File: src/rtl/multi_echo_timer.sv
// Multi-channel echo pulse-width timer: measures the high time of each echo bit in clk cycles.
// Result is registered one clk after the fall sample; add two clks when ECHO_SYNC_EN is defined.
// Optional macro ECHO_SYNC_EN inserts a 2-flop synchroniser on every echo bit.
module multi_echo_timer #(
  parameter int N_CH    = 4,
  parameter int CNT_W   = 24,
  parameter int MAX_CYC = 600000
) (
  input  logic                    clk,
  input  logic                    rst,
  input  logic [N_CH-1:0]         echo,
  input  logic [N_CH-1:0]         ack,
  output logic [N_CH*CNT_W-1:0]   duration,
  output logic [N_CH-1:0]         valid,
  output logic [N_CH-1:0]         timeout,
  output logic [N_CH-1:0]         overrun,
  output logic [N_CH-1:0]         busy
);

  typedef enum logic [1:0] {
    ST_IDLE     = 2'd0,
    ST_MEASURE  = 2'd1,
    ST_WAIT_LOW = 2'd2
  } state_t;

  localparam logic [CNT_W-1:0] MAX_VAL = CNT_W'(MAX_CYC);

  // w_s is the sampled echo; w_smp_ok says w_s reflects real echo rather than reset-cleared flops
  logic [N_CH-1:0] w_s;
  logic            w_smp_ok;

`ifdef ECHO_SYNC_EN
  logic [N_CH-1:0] r_sync1;
  logic [N_CH-1:0] r_sync2;
  logic [1:0]      r_fill;

  // Two-flop synchroniser per bit; r_fill marks when the pipeline holds genuine echo samples
  always_ff @(posedge clk or posedge rst) begin
    if (rst) begin
      r_sync1 <= '0;
      r_sync2 <= '0;
      r_fill  <= '0;
    end else begin
      r_sync1 <= echo;
      r_sync2 <= r_sync1;
      r_fill  <= {r_fill[0], 1'b1};
    end
  end

  assign w_s      = r_sync2;
  assign w_smp_ok = r_fill[1];
`else
  assign w_s      = echo;
  assign w_smp_ok = 1'b1;
`endif

  for (genvar c = 0; c < N_CH; c++) begin : g_ch
    state_t           r_state;
    logic [CNT_W-1:0] r_cnt;
    logic [CNT_W-1:0] r_dur;
    logic             r_prev;
    logic             r_armed;   // echo has been seen low since reset; blocks a bogus rise at release
    logic             r_vld;
    logic             r_to;
    logic             r_ovr;
    logic             r_busy;
    logic             w_rise;
    logic             w_fall;

    assign w_rise = w_s[c] & ~r_prev & r_armed;
    assign w_fall = ~w_s[c] & r_prev;

    // Per-channel measurement FSM with registered result, flags and busy
    always_ff @(posedge clk or posedge rst) begin
      if (rst) begin
        r_state <= ST_IDLE;
        r_cnt   <= '0;
        r_dur   <= '0;
        r_prev  <= 1'b0;
        r_armed <= 1'b0;
        r_vld   <= 1'b0;
        r_to    <= 1'b0;
        r_ovr   <= 1'b0;
        r_busy  <= 1'b0;
      end else begin
        r_prev <= w_s[c];
        if (w_smp_ok && !w_s[c]) begin
          r_armed <= 1'b1;
        end

        // Consumer ack; a completion in the same clk overrides this below
        if (ack[c] && r_vld) begin
          r_vld <= 1'b0;
          r_ovr <= 1'b0;
        end

        case (r_state)
          ST_IDLE: begin
            if (w_rise) begin
              r_cnt   <= CNT_W'(1);
              r_state <= ST_MEASURE;
              r_busy  <= 1'b1;
            end
          end
          ST_MEASURE: begin
            if (w_fall) begin
              r_dur   <= r_cnt;
              r_vld   <= 1'b1;
              r_to    <= 1'b0;
              r_ovr   <= r_vld & ~ack[c];
              r_state <= ST_IDLE;
              r_busy  <= 1'b0;
            end else if (w_s[c]) begin
              if (r_cnt == MAX_VAL) begin
                // Saturate: report the limit and ignore the rest of this pulse
                r_dur   <= MAX_VAL;
                r_vld   <= 1'b1;
                r_to    <= 1'b1;
                r_ovr   <= r_vld & ~ack[c];
                r_state <= ST_WAIT_LOW;
              end else begin
                r_cnt <= r_cnt + CNT_W'(1);
              end
            end
          end
          ST_WAIT_LOW: begin
            if (!w_s[c]) begin
              r_state <= ST_IDLE;
              r_busy  <= 1'b0;
            end
          end
          default: begin
            r_state <= ST_IDLE;
            r_busy  <= 1'b0;
          end
        endcase
      end
    end

    assign duration[c*CNT_W +: CNT_W] = r_dur;
    assign valid[c]   = r_vld;
    assign timeout[c] = r_to;
    assign overrun[c] = r_ovr;
    assign busy[c]    = r_busy;
  end

endmodule
File: config.mk
export PLATFORM = sky130hd
export DESIGN_NAME = multi_echo_timer
export DESIGN_NICKNAME = d
export VERILOG_FILES = /design/src/rtl/multi_echo_timer.sv
export SDC_FILE = /design/constraint.sdc
export NUM_CORES = 1
export LEC_CHECK = 0
export ABC_AREA = 1
export ABC_CLOCK_PERIOD_IN_PS = 18000
export BUFFER_PORTS_ARGS = -buffer_cell sky130_fd_sc_hd__clkbuf_2
export CAP_MARGIN = 0
export CORE_UTILIZATION = 65
export CTS_CLUSTER_SIZE = 24
export DETAILED_ROUTE_END_ITERATION = 8
export PLACE_DENSITY = 0.85
export SYNTH_ARGS = -nofsm -noshare
export SYNTH_HDL_FRONTEND = slang
export SYNTH_SLANG_ARGS = --single-unit
File: constraint.sdc
create_clock -name clk -period 18 [get_ports clk]
set_input_delay 2.7 -clock clk [delete_from_list [all_inputs] [get_ports clk]]
set_output_delay 2.7 -clock clk [all_outputs]
set_load 0.02 [all_outputs]
==> impl_metrics.json <==
{
  "gp_congestion": 0.946,
  "dr_wl_met3_mm": 1.97,
  "drive_gt1_frac": 0.134,
  "final_cell_mix": "567 x nand2_1, 242 x nand3_1, 224 x dfrtp_1, 206 x nor2_1, 134 x inv_1",
  "cts-root-buf": "clkbuf_16",
  "slew-limit-headroom": 0.204,
  "grt_pass1_vias": 10531,
  "fin_hold_ws_ns": 0.467,
  "ioPinCount": 122,
  "ys_types": 33,
  "post_cts_buffers": 0,
  "async_flop_share": 1.00,
  "syn_to_final_growth_pct": 9.87,
  "die_h_um": 141,
  "dpl.hpwl_mm": 21.5,
  "setup_violations": 0,
  "syn-cell-area_mm2": 0.0125,
  "ir_drop_v": 0.0000932,
  "critical_path.max_fanout": 47,
  "synth_nets": 1752,
  "grt_first_pass_wirelength_mm": 51.0,
  "seq_power_share": 0.400,
  "grt_max_degree": 140,
  "rsz0062_at_grt": "false",
  "cts_tree": "yes",
  "switching_share": 0.381,
  "p_clk_frac": 0.305,
  "cts_made_buffers": 25,
  "start_util": 0.667,
  "min_period_ns": 4.08,
  "power_frac_comb": 0.295,
  "syn_avg_cell_area_um2": 7.21,
  "cap_violations": 0,
  "met2WireLength_mm": 14.7,
  "final_hold_viol_count": 0,
  "dp_cells": 2010,
  "cellInternalPower_mw": 1.01,
  "fin_crit_sh": 0.227,
  "antenna_found_initial": 0,
  "p_total_mw": 1.63,
  "outcome": "finished, final reports clean",
  "synth_ff_type": "dfrtp_1",
  "startpoint_type": "input pin",
  "skew_ns": 0.0186,
  "critPathCaptureType": "register",
  "clock_sinks": 224,
  "io_buffers": 121,
  "die-area_mm2": 0.0198,
  "synth-edff-count": 0,
  "clk_path_buf_depth": 3,
  "via_count": 11548,
  "ff2ff_path_depth": 7,
  "rows": 50,
  "hp-class": "register to register",
  "groute.usage.overall": 0.315,
  "m1WireLength_mm": 13.3,
  "die_w_um": 141,
  "cts_max_level": 1,
  "via_per_inst": 5.64,
  "post_cts_resized": 0,
  "top_layer_used": "met4",
  "cp.required_ns": 18.42,
  "final.setup.tns_ns": 0,
  "overflow": 0,
  "diodes": 0,
  "dr.pass1.iters": 5,
  "post_drt_wl_per_cell_um": 15.0,
  "cp.arrival_ns": 4.50,
  "stdcell_count": 2048,
  "drt-total-wl_mm": 30.8,
  "clk_transition_reported_paths_ns": 0.06,
  "clkLatencyLatePin_ns": 0.53,
  "holdPathStages": 2,
  "synth-seq-area-share": 0.448,
  "synth-seq-cells": 224,
  "p_leak_nw": 6.63,
  "drt_iter0_drc": 975,
  "critical_path_class": "input pin to register",
  "tightest_slew_ns": 1.19,
  "final_antenna_net_count": 0,
  "timing.fmax_mhz": 245,
  "nNetsFinal": 1821,
  "cts_hold_buf": 0,
  "pwr_density_cell_mw_per_mm2": 119,
  "timing_max_transition_violations_final": 0,
  "switchingPower_mw": 0.621,
  "core_area_mm2": 0.0188,
  "syn_inst": 1734,
  "yosysWarnings": 0,
  "final_common_cell": "nand2_1",
  "drcViolationCount": 0
}
stage by stage:
stage / cell area, um2 / setup slack, ns / utilization
floorplan: 12500 / 9.17 / -
global placement: 13000 / 13.34 / 0.690
detailed placement: 13000 / 13.32 / 0.690
CTS: 13700 / 13.88 / 0.732
global route: 13700 / 13.61 / 0.732
finish: 13700 / 13.92 / 0.732
sequential cells by signal (all words and copies together) (netlist names):
signal / cells
g_ch.r_cnt: 96
g_ch.r_dur: 96
g_ch.r_state: 8
g_ch.r_armed: 4
g_ch.r_busy: 4
g_ch.r_ovr: 4
g_ch.r_prev: 4
g_ch.r_to: 4
g_ch.r_vld: 4
layer usage:
layer,track usage,vias up
met1,0.426,5397
met5,0,-
li1,-,5659
met4,0.0921,0
met2,0.533,424
met3,0.0421,68
critical path, stage by stage:
cell and delay, ns:
clkbuf_2 0.15, nand3_1 0.10, nand3_1 0.09, nand3_1 0.13, o21ai_0 0.13, nand2_2 0.87
inv_1 0.14, nand2_1 0.10, nand2_1 0.05
final timing paths:
kind                                    startpoint                end  slack (ns)
min in group asynchronous                      rst   g_ch[3].r_cnt[2]        2.38
worst min-delay path             g_ch[0].r_dur[12]  g_ch[0].r_dur[12]        0.47
worst max-delay path                       echo[2]  g_ch[2].r_cnt[12]       13.92
worst max register to register  g_ch[2].r_state[0]  g_ch[2].r_cnt[13]       14.77
worst min register to register   g_ch[0].r_dur[12]  g_ch[0].r_dur[12]        0.47
max in group asynchronous                      rst  g_ch[2].r_cnt[17]       14.02
power groups by stage:
stage          clock network (mW)  logic [mW]  registers [mW]
6_report                    0.498       0.481           0.651
5_1_grt                     0.522       0.529           0.659
4_1_cts                     0.503       0.480           0.649
3_5_place_dp                    0       0.475           0.657
3_3_place_gp                    0       0.460           0.655
2_1_floorplan                   0       0.336           0.693
final cells by class:
| type | instances | area (um2) |
|---|---|---|
| clock buffer | 33 | 706 |
| fill | 1490 | 5020 |
| inverter | 140 | 533 |
| sequential | 224 | 5610 |
| clock inverter | 5 | 82.6 |
| timing repair buffer | 125 | 636 |
| tap | 234 | 293 |
| multi-input combinational | 1287 | 5890 |
synthesized netlist by cell type, drive strengths merged (2+ instances only):
| master | count | area (um2) |
|---|---|---|
| nand2 | 583 | 2230 |
| nand3 | 242 | 1210 |
| dfrtp | 224 | 5610 |
| nor2 | 218 | 883 |
| inv | 140 | 526 |
| o21ai | 137 | 768 |
| buf | 53 | 379 |
| clkbuf | 30 | 113 |
| or2 | 23 | 144 |
| nand4 | 22 | 165 |
| xor2 | 22 | 193 |
| a21oi | 15 | 78.8 |
| ha | 8 | 100 |
| a21boi | 4 | 30.0 |
| nor3 | 4 | 20.0 |
| nand3b | 2 | 15.0 |
| o21bai | 2 | 15.0 |
| xnor2 | 2 | 17.5 |
cells by family (layout without fill, tap and decap cells):
family	after synthesis	in the layout	share of synthesized area
xor gates and xnor gates	24	24	0.0168
AOI/OAI and AO/OA	159	159	0.0720
and+or+nand+nor	1096	1096	0.374
adders and majority gates	8	8	0.00800
DFF	224	224	0.448
buffers and inverters	223	303	0.0813
(Power assumes the default switching activity.)
